<file path="src/rtl/inst_fetch_unit.sv">
// Instruction fetch unit: owns the PC and instruction register, issues word reads to instruction memory.
// Optional read watchdog with sticky FAULT is enabled by defining FETCH_TIMEOUT_EN.
module inst_fetch_unit #(
    parameter logic [31:0] PC_RESET = 32'h0000_1000
`ifdef FETCH_TIMEOUT_EN
    , parameter int TIMEOUT = 16
`endif
) (
    input  logic        clk_i,
    input  logic        rst_ni,
    input  logic        fetch_i,
    input  logic        pc_update_i,
    input  logic [1:0]  pc_sel_i,
    input  logic [15:0] imm_i,
    input  logic [25:0] jaddr_i,
    input  logic [31:0] reg_target_i,
    input  logic [31:0] mem_data_i,
    input  logic        mem_ready_i,
    output logic        mem_read_o,
    output logic [25:0] mem_addr_o,
    output logic [31:0] instruction_o,
    output logic [31:0] pc_o,
    output logic [31:0] pc_plus1_o,
    output logic        busy_o,
    output logic        fetch_done_o,
    output logic        fault_o
);

    typedef enum logic [1:0] {IDLE, REQ, WAIT} state_e;

    state_e      state_q, state_d;
    logic [31:0] pc_q, pc_d, instr_q, instr_d;
    logic [25:0] memAddr_q, memAddr_d;
    logic        memRead_q, memRead_d, busy_q, busy_d, done_q, done_d;
    logic        deferred_q, deferred_d, pendValid_q, pendValid_d;
    logic [1:0]  pendSel_q, pendSel_d;
    logic [15:0] pendImm_q, pendImm_d;
    logic [25:0] pendJaddr_q, pendJaddr_d;
    logic [31:0] pendReg_q, pendReg_d;
    logic        issue, complete, abandon, expired;
    logic [31:0] pcPlus1;

    assign pcPlus1 = pc_q + 32'd1;

    function automatic logic [31:0] nextPc(input logic [1:0] sel, input logic [15:0] imm,
                                           input logic [25:0] jaddr, input logic [31:0] regT,
                                           input logic [31:0] plus1);
        case (sel)
            2'b00:   nextPc = plus1;
            2'b01:   nextPc = plus1 + {{16{imm[15]}}, imm};
            2'b10:   nextPc = {plus1[31:26], jaddr};
            default: nextPc = regT;
        endcase
    endfunction

`ifdef FETCH_TIMEOUT_EN
    localparam int TW = $clog2(TIMEOUT + 1);
    logic [TW-1:0] timer_q, timer_d;
    logic          fault_q, fault_d;

    assign expired = (timer_q == TW'(TIMEOUT - 1));
    assign timer_d = (state_q == WAIT) ? timer_q + TW'(1) : '0;
    assign fault_d = fault_q | abandon;
    assign fault_o = fault_q;

    always_ff @(posedge clk_i) begin
        if (!rst_ni) begin
            timer_q <= '0;
            fault_q <= 1'b0;
        end else begin
            timer_q <= timer_d;
            fault_q <= fault_d;
        end
    end
`else
    assign expired = 1'b0;
    assign fault_o = 1'b0;
`endif

    always_ff @(posedge clk_i) begin
        if (!rst_ni) begin
            state_q     <= IDLE;
            pc_q        <= PC_RESET;
            instr_q     <= '0;
            memAddr_q   <= '0;
            memRead_q   <= 1'b0;
            busy_q      <= 1'b0;
            done_q      <= 1'b0;
            deferred_q  <= 1'b0;
            pendValid_q <= 1'b0;
            pendSel_q   <= '0;
            pendImm_q   <= '0;
            pendJaddr_q <= '0;
            pendReg_q   <= '0;
        end else begin
            state_q     <= state_d;
            pc_q        <= pc_d;
            instr_q     <= instr_d;
            memAddr_q   <= memAddr_d;
            memRead_q   <= memRead_d;
            busy_q      <= busy_d;
            done_q      <= done_d;
            deferred_q  <= deferred_d;
            pendValid_q <= pendValid_d;
            pendSel_q   <= pendSel_d;
            pendImm_q   <= pendImm_d;
            pendJaddr_q <= pendJaddr_d;
            pendReg_q   <= pendReg_d;
        end
    end

    // A fetch arriving with a PC update waits one cycle so it reads the updated PC.
    always_comb begin
        state_d = state_q;
        case (state_q)
            IDLE:    if (deferred_q || (fetch_i && !pc_update_i)) state_d = REQ;
            REQ:     state_d = WAIT;
            WAIT:    if (mem_ready_i || expired) state_d = IDLE;
            default: state_d = IDLE;
        endcase
    end

    always_comb begin
        issue    = (state_q == REQ);
        complete = (state_q == WAIT) && mem_ready_i;
        abandon  = (state_q == WAIT) && !mem_ready_i && expired;
    end

    always_comb begin
        pc_d        = pc_q;
        instr_d     = instr_q;
        memAddr_d   = memAddr_q;
        memRead_d   = memRead_q;
        busy_d      = busy_q;
        done_d      = 1'b0;
        deferred_d  = 1'b0;
        pendValid_d = pendValid_q;
        pendSel_d   = pendSel_q;
        pendImm_d   = pendImm_q;
        pendJaddr_d = pendJaddr_q;
        pendReg_d   = pendReg_q;

        if (issue) begin
            memRead_d = 1'b1;
            memAddr_d = pc_q[25:0];
            busy_d    = 1'b1;
        end
        if (complete || abandon) begin
            memRead_d = 1'b0;
            busy_d    = 1'b0;
            done_d    = 1'b1;
            instr_d   = complete ? mem_data_i : 32'h0;
        end

        // While a read is in flight, PC updates park in the pending register until it ends.
        if (state_q == IDLE) begin
            if (pc_update_i)
                pc_d = nextPc(pc_sel_i, imm_i, jaddr_i, reg_target_i, pcPlus1);
            deferred_d = fetch_i && pc_update_i && !deferred_q;
        end else if (complete || abandon) begin
            if (pc_update_i)
                pc_d = nextPc(pc_sel_i, imm_i, jaddr_i, reg_target_i, pcPlus1);
            else if (pendValid_q)
                pc_d = nextPc(pendSel_q, pendImm_q, pendJaddr_q, pendReg_q, pcPlus1);
            pendValid_d = 1'b0;
        end else if (pc_update_i) begin
            pendValid_d = 1'b1;
            pendSel_d   = pc_sel_i;
            pendImm_d   = imm_i;
            pendJaddr_d = jaddr_i;
            pendReg_d   = reg_target_i;
        end
    end

    assign mem_read_o    = memRead_q;
    assign mem_addr_o    = memAddr_q;
    assign instruction_o = instr_q;
    assign pc_o          = pc_q;
    assign pc_plus1_o    = pcPlus1;
    assign busy_o        = busy_q;
    assign fetch_done_o  = done_q;

endmodule

</file>
<file path="config.mk">
export PLATFORM = sky130hd
export DESIGN_NAME = inst_fetch_unit
export DESIGN_NICKNAME = d
export VERILOG_FILES = /design/src/rtl/inst_fetch_unit.sv
export SDC_FILE = /design/constraint.sdc
export NUM_CORES = 1
export LEC_CHECK = 0
export ABC_AREA = 1
export CAP_MARGIN = 5
export CORE_MARGIN = 1.5
export CORE_UTILIZATION = 35
export DETAILED_ROUTE_END_ITERATION = 12
export PLACE_DENSITY = 0.56
export SLEW_MARGIN = 20
export SYNTH_ARGS = -nofsm -noshare
export SYNTH_HDL_FRONTEND = slang
export SYNTH_SLANG_ARGS = --single-unit
</file>
<file path="constraint.sdc">
create_clock -name clk_i -period 3.5 [get_ports clk_i]
set_input_delay 0.7 -clock clk_i [delete_from_list [all_inputs] [get_ports clk_i]]
set_output_delay 0.7 -clock clk_i [all_outputs]
set_load 0.1 [all_outputs]
</file>
## Word level (Yosys, flattened, before mapping)

Cells that the tools add are included.

- Add/subtract/negate cells: 3
- Equal/unequal tests: 10
- Multiplexer cells: 13
- Bitwise logic cells: 3
- Reduce and logical (&&, ||, !) cells: 18

Operator list:

| cell | count |
|---|---|
| 32-bit case mux with 3 select lines | 2 |
| 32-bit two-way mux | 5 |
| 32-bit adder | 2 |
| 32-bit by 1-bit adder with 32-bit output (second input constant) | 1 |
| 2-bit by 1-bit equality test with 1-bit output (second input constant) | 3 |
| 2-bit equality test (second input constant) | 3 |
| 2-bit logical NOT | 3 |
| 2-bit != test (second input constant) | 3 |
| 2-bit case mux with 3 select lines | 1 |
| 2-bit AND reduction | 3 |
| 3-bit AND reduction | 2 |
| 1-bit logical AND | 4 |
| 2-bit two-way mux | 2 |
| 2-bit nonzero test | 2 |
| 1-bit two-way mux | 3 |
| 3-bit != test (second input constant) | 1 |
| 1-bit NOT | 3 |
| 1-bit logical NOT | 2 |
| 2-bit OR reduction | 1 |
| 1-bit logical OR | 1 |

- Register bits: 172
- Input port bits: 113
- Output and inout port bits: 126
- Logic and storage cells: 59

## Longest topological paths before layout

Gate-level depths: netlist of run 1.

- Depth after elaboration: 7
- Gate-level depth with buffers: 26
- Depth with buffers taken out: 26

## Least setup slack after synthesis of run 1

OpenSTA, ideal clock, no wires.

- Path type: register to register
- Start: register pc_q[0] (netlist: pc_o[0])
- End: register pc_q[26] (netlist: pc_o[26])
- Setup time: 0.072 ns
- Arrival: 5.480 ns
- Data required time: 3.428 ns
- Path slack: -2.053 ns
- Stages on the path, launching flop included: 20
- Path buffers: 0
- Clock period less this slack: 5.553 ns
- Cell sequence: dfxtp_1 > inv_1 > nor2_1 > nand2_4 > nor2_8 > xor2_1 > ha_1 > nand2_1 > nand2_1 > nand2_1 > nand2_1 > a21oi_1 > nor2_1 > nor2_1 > nand2_1 > nand2_1 > nand3_1 > nand2_1 > nand3_1 > a21oi_1

- Word-level cells in the longest chain between the ends: 7
- Elaborated cells between the ends (all ways): 10
- Classes of those cells: 3 x add/sub; 7 x mux

Ends and longest elaborated chain:

| element | RTL line | source |
|---|---|---|
| start, declared | 32 | `logic [31:0] pc_q, pc_d, instr_q, instr_d;` |
| start signal, assigned | 97 | `pc_q <= pc_d;` |
| 32-bit by 1-bit adder with 32-bit output * | 43 | `assign pcPlus1 = pc_q + 32'd1;` |
| net pc_plus1_o[0] | 23 | `output logic [31:0] pc_plus1_o,` |
| 32-bit adder | 50 | `2'b01: nextPc = plus1 + {{16{imm[15]}}, imm};` |
| 32-bit case mux with 3 select lines | 48 | `case (sel)` |
| 32-bit two-way mux | 163 | `else if (pendValid_q)` |
| 32-bit two-way mux | 161 | `if (pc_update_i)` |
| 32-bit two-way mux | 160 | `end else if (complete \|\| abandon) begin` |
| 32-bit two-way mux * | 156 | `if (state_q == IDLE) begin` |

The timed path passes the listed nets; every way through them passes the cells marked *. The select of a mux whose other input is x is not followed.
A chain may end at the register's enable or synchronous reset.

## Worst setup path in the final report of run 1

- Start: register pc_q[6] (netlist: pc_o[6])
- End: register pc_q[30] (netlist: pc_o[30])

- Word-level cells in the longest chain between the ends: 7
- Elaborated cells between the ends (all ways): 10
- Classes of those cells: 3 x add/sub; 7 x mux

Ends and longest elaborated chain:

| element | RTL line |
|---|---|
| 32-bit by 1-bit adder with 32-bit output * | 43 |
| 32-bit adder | 50 |
| 32-bit case mux with 3 select lines | 48 |
| 32-bit two-way mux | 163 |
| 32-bit two-way mux | 161 |
| 32-bit two-way mux | 160 |
| 32-bit two-way mux * | 156 |

Every way passes the cells marked *; elsewhere a longest branch is shown, timed or not. The select of a mux whose other input is x is not followed.

==> reports/results.tsv, run 1 <==
metric	value	unit
PD cells	382	mW/mm²
Worst EP arrival	3.74	ns
vias in the first global route	14600	
status	finished clean	
CTS Sinks	172	
Fin Clk Skew	0.0155	ns
post-synthesis mux area share	0	
final net count	2670	
CP startpoint kind	register	
synth top area cells	dfxtp_1 (26%), nand2_1 (18%), nor2_1 (7.9%)	
P_leak	8.50	nW
Hold Crit Class	register to register	
Max-cap violations	0	
critical path class	register to register	
Worst Setup End Kind	register	
top cells by count, synth	nand2_1 (637), nor2_1 (276), inv_1 (246), a21oi_1 (176), dfxtp_1 (172)	
reg2reg start	pc_o[6]$_SDFFE_PN0P_	
R2R depth	18	
final number of hold-violating endpoints	0	
HP Start	deferred_q$_SDFF_PN0_	
r2r endpoint	pc_o[30]$_SDFFE_PN0P_	
post-synth cell types	47	
Via Count	15600	
top_reg_cell synth	dfxtp_1	
clock transition at the registers of the reported paths	0.07	ns
RSZ-0062 raised after global routing	yes	
Worst Path Max Fanout	7	
H-Tree Depth	4	
total CTS buffers	17	
final instance area	0.0178	mm²
CTS root buffer	clkbuf_16	
final setup vio count	0	
HPWL Detailed	48300	µm
IO buf count	237	
Tmin final	3.37	ns
area delta synth->final	36.6	%
Post-DP Area	0.0170	mm²
Peak Freq	0.297	GHz
Yosys warning total	0	
# DRC	0	
WL per Instance	20.6	µm
largest area contributor in the netlist	dfxtp_1	
Critical Path RT	3.87	ns
part of the cycle the worst path needs	0.963	
clock tree from TritonCTS	yes	
drt first-iter violations	1340	
FP Rows	70	
later-pin clock latency in the skew report	0.45	ns
worst-case clock buffer depth	2	
peak supply drop	0.352	mV
instance count of the mapped netlist	2189	
Worst Setup Slack, final	0.130	ns
hold_buf cts	0	
most instantiated library cell after synthesis	nand2_1	
largest family of logic cells by synthesized area	simple AND/OR/NAND/NOR gates	
DIE WIDTH	196	µm
Core ar.	0.0367	mm²
initial antenna violation count	2	
Final Max Tran Viols	0	
simple-gate share of the synthesized area	0.380	
EDFF count, synth	0	
slew margin rel.	0.321	
Initial Util	0.356	
R2R Setup Slk	0.13	ns
largest net degree at the start of global routing	57	
GP Congestion	0.967	
post-synthesis register bit count	172	
total grt overflow	0	
Synth Area in Compound Gates	0.172	
vias per cell	5.28	
CP startpoint	pc_o[6]$_SDFFE_PN0P_	
worst-margin pin slew	1.02	ns
# IOs	239	
post-synthesis sequential area ratio	0.264	
die area	0.0385	mm²
pre-CTS WS	-0.0695	ns
ys async rst share	0	
FILL cells	3871	
share of cells above drive strength 1	0.157	
synthesized area	0.0131	mm²
mean area per synthesized cell	5.97	µm²
post-route ant nets	0	
Die Ht	196	µm
routed wire length	61000	µm
adder-cell share of the synthesized area	0.0749	
router iterations before antenna repair	6	
Yosys top cell area share	0.264	
GRT Resource Usage Total	0.312	
Synth Area in XOR/XNOR	0.0115	
syn_nets	2379	
first-pass GRT wire length	89900	µm
Worst Setup EP	pc_o[30]$_SDFFE_PN0P_	
how the worst min path moves through the flow:
stage                                       end  depth (start not counted)  slack, ns
after global placement    deferred_q$_SDFF_PN0_                          1       0.41
after floorplan           deferred_q$_SDFF_PN0_                          1       0.40
after CTS                 deferred_q$_SDFF_PN0_                          1       0.42
after detailed placement  deferred_q$_SDFF_PN0_                          1       0.41
after global routing      deferred_q$_SDFF_PN0_                          1       0.45
final                     deferred_q$_SDFF_PN0_                          1       0.42
where the power goes:
part           internal, mW  switching [mW]  total, mW  leakage, nW
registers              2.08           0.110       2.19         1.42
logic                 0.818            1.91       2.73         6.81
clock network         0.940           0.960       1.90        0.272
total                  3.84            2.98       6.82         8.50
critical path: stages (launching register included):
cell and delay [ns]:
dfxtp_4 0.40, nand2_2 0.11, nor2_4 0.17, inv_2 0.05, nor4_2 0.31, buf_4 0.18, nand3_1 0.12, nand2_2 0.14
clkinvlp_4 0.23, ha_4 0.37, nand2_1 0.12, nor3_1 0.23, buf_4 0.15, nand3_1 0.10, nand3_1 0.12, nand3_2 0.16
nand2_1 0.10, nand3_1 0.10, a21oi_1 0.14
sequential cells by signal, indices dropped and copies added, names as in the netlist:
register       count
pendSel_q          2
state_q            2
pendValid_q        1
pendReg_q         32
fetch_done_o       1
pendImm_q         16
pc_o              32
pendJaddr_q       26
deferred_q         1
instruction_o     32
mem_addr_o        26
busy_o             1
layout make-up:
type                    instances  area, µm²  area share
multi-input cells            1682       9010       0.505
flip-flops and latches        172       3520       0.197
repair buffers                351       3200       0.179
inverters                     256        976      0.0547
well taps                     468        586      0.0328
clock buffers                  18        429      0.0240
clock inverters                14        131     0.00736
diodes                          2       5.00    0.000280
cell families after synthesis:
family | after synthesis
adder cells (fa/ha/maj) | 77
XOR/XNOR | 15
AND/OR/NAND/NOR | 1175
AO/OA/AOI/OAI | 414
buffers and inverters | 335
other | 1
flip-flops | 172
cells in the final DEF, fill, tap and decap left out, drive strengths merged, types with 3 or more instances in the layout:
cell type      Yosys  routed
a21o               4       4
a21boi            10      10
xor2              11      11
xnor2              4       4
o21bai            20      20
inv              255     259
and2               5       5
o211ai             6       6
a21oi            177     177
nand2            649     649
clkinvlp           0       6
clkdlybuf4s50      0     169
nand3            155     155
buf               20     182
ha                75      75
o21ai            177     177
nor2             287     287
nand3b            16      16
clkinv             1       5
o2111ai           12      12
dfxtp            172     172
nor3              18      18
clkbuf            59      18
o22ai              3       3
nand4             34      34
or2                8       8
per-stage QoR:
step,std cells,hold WS [ns],total power [mW],TNS [ns],util
after floorplan,2189,0.398,3.93,-2.53,-
after global placement,2917,0.406,4.88,-0.0954,0.462
after detailed placement,2917,0.412,4.89,-0.171,0.462
after CTS,2950,0.422,6.79,0,0.478
after global routing,2963,0.450,7.11,-0.0343,0.486
final,2963,0.417,6.82,0,0.486
what timing repair did:
| item | CTS | global route |
|---|---|---|
| gates resized for setup | 5 | 47 |
| buffers inserted | 1 | 11 |
| setup endpoints to repair | 5 | 18 |
| pin swaps | 0 | 9 |
per-layer routing:
layer | part of all wire | track usage | vias up
met1 | 0.44 | 0.411 | 7233
li1 | - | - | 7666
met5 | 0 | 0 | -
met3 | 0.065 | 0.0435 | 89
met2 | 0.46 | 0.516 | 651
met4 | 0.036 | 0.122 | 0
Power figures use the tool's default switching activity.
==> run 2, diff against run 1 <==
CELL_PAD_IN_SITES_DETAIL_PLACEMENT = 0   (was unset)
CELL_PAD_IN_SITES_GLOBAL_PLACEMENT = 1   (was unset)
CORE_UTILIZATION = 33   (was 35)
PLACE_DENSITY = 0.77   (was 0.56)
clock period = 2.9 ns   (was 3.5 ns; I/O delays follow)
==> run 2 against run 1 <==
Net effect: the flow now finishes with violations (setup timing); die area increased by 6.0%; sequential cell count unchanged; combinational power increased by 58%; critical path depth increased by 4; final area increased by 26%; final cell count increased by 11%; setup slack got worse by 0.39 ns; global-route usage decreased by 0.64 points; sequential power increased by 21%; maximum frequency increased by 6.7%; first-iteration DRC count decreased by 23%; total power increased by 39%.
==> reports/results.tsv, run 2 (synthesis gave the netlist of run 1 again) <==
metric	value	unit
status	finished with violations	
violated checks	setup timing	
FILL cells	3716	
Initial Util	0.336	
Antenna diodes	0	
router iterations before antenna repair	5	
final instance area	0.0224	mm²
Gate power share	0.456	
CTS Sinks	172	
sequential share of power	0.278	
total CTS buffers	17	
Worst Path Max Fanout	4	
# DRC	0	
WL per Instance	19.3	µm
routed wire length	63800	µm
vias per cell	5.11	
H-Tree Depth	4	
clock transition at the registers of the reported paths	0.08	ns
most frequent cells in the layout	nand2_1 (502), buf_4 (447), nor2_1 (212)	
later-pin clock latency in the skew report	0.47	ns
total power	9.48	mW
RSZ-0062 raised after global routing	yes	
Pint	5.39	mW
Core Util, Final	0.577	
FP Rows	72	
worst-case clock buffer depth	2	
P_leak	10.6	nW
Via Count	16900	
CP startpoint kind	register	
worst-margin pin slew	0.743	ns
GP Congestion	0.981	
Hold Crit Class	register to register	
HPWL Detailed	49300	µm
CTS root buffer	clkbuf_16	
Net Switching	4.09	mW
hold_buf cts	0	
commonest non-fill, non-tap cell in the layout	nand2_1	
largest net degree at the start of global routing	154	
power share of the clock group	0.266	
R2R Setup Slk	-0.26	ns
peak supply drop	0.313	mV
Critical Path RT	3.29	ns
Post-DP Area	0.0192	mm²
drt first-iter violations	1028	
# IOs	239	
vias in the first global route	16500	
total grt overflow	0	
initial antenna violation count	0	
Peak Freq	0.317	GHz
Max-cap violations	0	
Worst Setup Slack, final	-0.257	ns
final setup vio count	29	
post-route ant nets	0	
hold_ws	0.419	ns
Fin Clk Skew	0.0248	ns
clock tree from TritonCTS	yes	
IO buf count	237	
Worst Setup End Kind	register	
area delta synth->final	71.5	%
Tmin final	3.16	ns
final net count	2961	
slew margin rel.	0.505	
GRT Resource Usage Total	0.306	
part of the cycle the worst path needs	1.09	
switching share of power	0.431	
PD cells	423	mW/mm²
Worst EP arrival	3.55	ns
first-pass GRT wire length	95700	µm
Final Max Tran Viols	0	
Core ar.	0.0388	mm²
final number of hold-violating endpoints	0	
Final TNS setup	-4.81	ns
share of cells above drive strength 1	0.383	
die area	0.0408	mm²
critical path class	register to register	
DIE WIDTH	202	µm
Die Ht	202	µm
-- run 2: layout make-up --
type	count	area, µm²	share of cell area
Multi-Input combinational cell	1682	10700	0.479
Clock buffer	17	425	0.0190
Tap cell	518	648	0.0289
Inverter	256	1010	0.0451
Timing Repair Buffer	642	5850	0.261
Sequential cell	172	3520	0.157
Clock inverter	15	219	0.00977
-- run 2: repair_timing --
item,4_1_cts,5_1_grt
endpoints found under the setup margin,40,48
resized for setup,279,232
buffers inserted,29,35
endpoints found under the hold margin,0,0
pin swaps,105,118
-- run 2: critical path, stage by stage (launching register included) --
cell and delay (ns):
dfxtp_4 0.36, buf_6 0.10, inv_4 0.03, nor3_4 0.18, nand2_2 0.10, nor2_4 0.15
xor2_2 0.20, buf_4 0.16, clkinvlp_4 0.16, ha_4 0.38, nand2_1 0.07, nand2_1 0.10
nand2_1 0.08, nand2_2 0.09, buf_6 0.11, a21oi_4 0.06, nor2_4 0.13, nor2_4 0.06
nand3_2 0.06, nand2_2 0.06, o21bai_1 0.18, nand3_2 0.12, a21oi_2 0.13
-- run 2: worst paths after layout --
path / cells after the start / endpoint / startpoint
worst max-delay path: 22 / pc_o[27]$_SDFFE_PN0P_ / pc_o[11]$_SDFFE_PN0P_
worst min-delay path: 1 / deferred_q$_SDFF_PN0_ / deferred_q$_SDFF_PN0_
worst max register to register: 22 / pc_o[27]$_SDFFE_PN0P_ / pc_o[11]$_SDFFE_PN0P_
worst min register to register: 1 / deferred_q$_SDFF_PN0_ / deferred_q$_SDFF_PN0_
-- run 2: layer usage --
| layer | up-vias | global-route usage | wire, µm |
|---|---|---|---|
| met5 | - | 0 | 0 |
| met4 | 0 | 0.132 | 2590 |
| met3 | 102 | 0.0427 | 3350 |
| met2 | 603 | 0.517 | 30400 |
| met1 | 7879 | 0.387 | 27400 |
| li1 | 8283 | - | - |
-- run 2: metrics by stage --
step | setup slack [ns] | std cells
global route | -0.416 | 3302
global placement | -0.649 | 3216
floorplan | -0.811 | 2189
detailed placement | -0.677 | 3216
CTS | -0.301 | 3274
finish | -0.257 | 3302
-- run 2: power by group through the flow --
stage,Combinational (mW),Sequential [mW],Clock [mW]
2_1_floorplan,1.54,3.22,0
3_3_place_gp,3.71,2.68,0
3_5_place_dp,3.72,2.68,0
4_1_cts,4.02,2.63,2.56
5_1_grt,4.57,2.65,2.65
6_report,4.32,2.64,2.52
==> run 3, diff against run 2 <==
clock period = 2.7 ns   (was 2.9 ns; I/O delays follow)
==> run 3 against run 2 <==
Net effect: the flow still finishes with violations (setup timing); combinational power up 8.3%; routed wire length fell by 0.37%; utilization rose by 1.2 points; non-clock buffer count rose by 29; sequential cell count stayed put; final area up 2.0%; setup slack got worse by 0.28 ns; first-iteration DRC count grew 9.6%; sequential power up 8.0%; maximum frequency fell by 2.5%; clock-buffer cell count up 1; clock power increased by 3%; critical path type unchanged; critical endpoint is now pc_o[23]$_SDFFE_PN0P_.
==> reports/results.tsv, run 3 (synthesis gave the netlist of run 1 again) <==
metric	value	unit
router iterations before antenna repair	5	
vias per cell	5.11	
GR Layer Usage met1	0.384	
worst-margin pin slew	0.921	ns
GRT Max-Usage Layer	met2	
GP Congestion	1.02	
CTS Sinks	172	
post-route ant nets	0	
# IOs	239	
final number of hold-violating endpoints	0	
P_leak	10.9	nW
clock tree from TritonCTS	yes	
Max-cap violations	0	
drt first-iter violations	1127	
commonest non-fill, non-tap cell in the layout	nand2_1	
later-pin clock latency in the skew report	0.47	ns
DIE WIDTH	202	µm
PD cells	443	mW/mm²
DP Cell Count	3218	
Tmin final	3.24	ns
Worst EP arrival	3.58	ns
critical path class	register to register	
# DRC	0	
Fin Clk Skew	0.0186	ns
Critical Path RT	3.04	ns
RSZ-0062 raised after global routing	yes	
vias in the first global route	16400	
die area	0.0408	mm²
Layout Cells excl Fill	3331	
GRT Resource Usage Total	0.300	
Peak Freq	0.309	GHz
first-pass GRT wire length	94200	µm
Hold EP	deferred_q$_SDFF_PN0_	
Worst Setup End Kind	register	
routed wire length	63500	µm
reg2reg start	pc_o[0]$_SDFFE_PN0P_	
Hold Crit Class	register to register	
Die Ht	202	µm
part of the cycle the worst path needs	1.20	
r2r endpoint	pc_o[23]$_SDFFE_PN0P_	
HP Start	deferred_q$_SDFF_PN0_	
worst-case clock buffer depth	2	
CP startpoint kind	register	
HPWL Detailed	48800	µm
final net count	2990	
status	finished with violations	
met2 Track Usage GR	0.507	
Core ar.	0.0388	mm²
FILL cells	3646	
area delta synth->final	75.0	%
largest net degree at the start of global routing	82	
CTS root buffer	clkbuf_16	
most frequent cells in the layout	nand2_1 (490), buf_4 (435), nor2_1 (220)	
total CTS buffers	17	
GR Util met3	0.0466	
hold_ws	0.415	ns
Initial Util	0.336	
WL per Instance	19.1	µm
Worst Setup Slack, final	-0.538	ns
slew margin rel.	0.384	
H-Tree Depth	4	
violated checks	setup timing	
Final Max Tran Viols	0	
Via Count	17000	
R2R Setup Slk	-0.54	ns
peak supply drop	0.467	mV
WHS Path Cells	1	
initial antenna violation count	0	
R2R depth	23	
share of cells above drive strength 1	0.401	
IO buf count	237	
clock transition at the registers of the reported paths	0.08	ns
FP Rows	72	
total grt overflow	0	
hold_buf cts	0	
Antenna diodes	0	
final setup vio count	50	
Worst Path Max Fanout	4	
[run 3: how the worst max path moves through the flow]
stage,start,to,slack (ns)
2_1_floorplan,pc_o[0]$_SDFFE_PN0P_,pc_o[26]$_SDFFE_PN0P_,-1.01
3_3_place_gp,pc_o[6]$_SDFFE_PN0P_,pc_o[14]$_SDFFE_PN0P_,-0.70
3_5_place_dp,pc_o[1]$_SDFFE_PN0P_,pc_o[31]$_SDFFE_PN0P_,-0.72
4_1_cts,pc_o[0]$_SDFFE_PN0P_,pc_o[27]$_SDFFE_PN0P_,-0.51
5_1_grt,pc_o[0]$_SDFFE_PN0P_,pc_o[27]$_SDFFE_PN0P_,-0.72
6_report,pc_o[0]$_SDFFE_PN0P_,pc_o[23]$_SDFFE_PN0P_,-0.54
[run 3: repair_timing]
| action | CTS | global route |
|---|---|---|
| endpoints found under the setup margin | 51 | 57 |
| pin swaps | 83 | 192 |
| buffers inserted | 56 | 51 |
| gates resized for setup | 230 | 368 |
| gates cloned | 0 | 0 |
[run 3: power breakdown]
part / leakage (nW) / internal [mW] / total, mW / switching, mW
logic: 9.15 / 1.83 / 4.68 / 2.85
registers: 1.42 / 2.70 / 2.85 / 0.146
clock network: 0.289 / 1.27 / 2.59 / 1.32
total: 10.9 / 5.81 / 10.1 / 4.31
[run 3: layout make-up]
type	instances	area (µm²)	area share
multi-input cells	1682	10800	0.473
clock inverters	14	168	0.00733
inverters	256	1020	0.0446
well taps	518	648	0.0283
flip-flops and latches	172	3520	0.154
clock buffers	18	439	0.0192
repair buffers	671	6260	0.274
[run 3: worst max-delay path, cell delays in order (launching register included)]
cell and delay (ns):
dfxtp_4 0.38, ha_4 0.15, nand2_4 0.06, nor2_4 0.12, nand2_4 0.09, nor2_4 0.13
nand2_1 0.06, nor2_1 0.12, xor2_1 0.25, clkinvlp_4 0.25, ha_4 0.37, nand2_4 0.07
buf_6 0.12, nor2_4 0.16, buf_6 0.14, nand2_4 0.05, inv_2 0.05, nand2_2 0.05
nand2_1 0.05, nand2_1 0.05, nand3_2 0.11, nand4_1 0.10, nand2_1 0.10, a21oi_1 0.06
[run 3: routing by layer]
metal,up-vias,part of all wire
li1,8318,-
met1,7993,0.42
met2,579,0.48
met3,118,0.060
met4,0,0.041
met5,-,0
[run 3: through the flow]
step	utilization	instance area, µm²	setup TNS [ns]	power, mW	worst slack (ns)
final	0.589	22900	-14.62	10.1	-0.538
after global routing	0.589	22900	-21.38	10.5	-0.722
after CTS	0.548	21300	-13.85	9.76	-0.509
after global placement	0.497	19300	-13.50	6.86	-0.701
after floorplan	-	13700	-25.01	5.11	-1.01
after detailed placement	0.497	19300	-13.91	6.87	-0.717
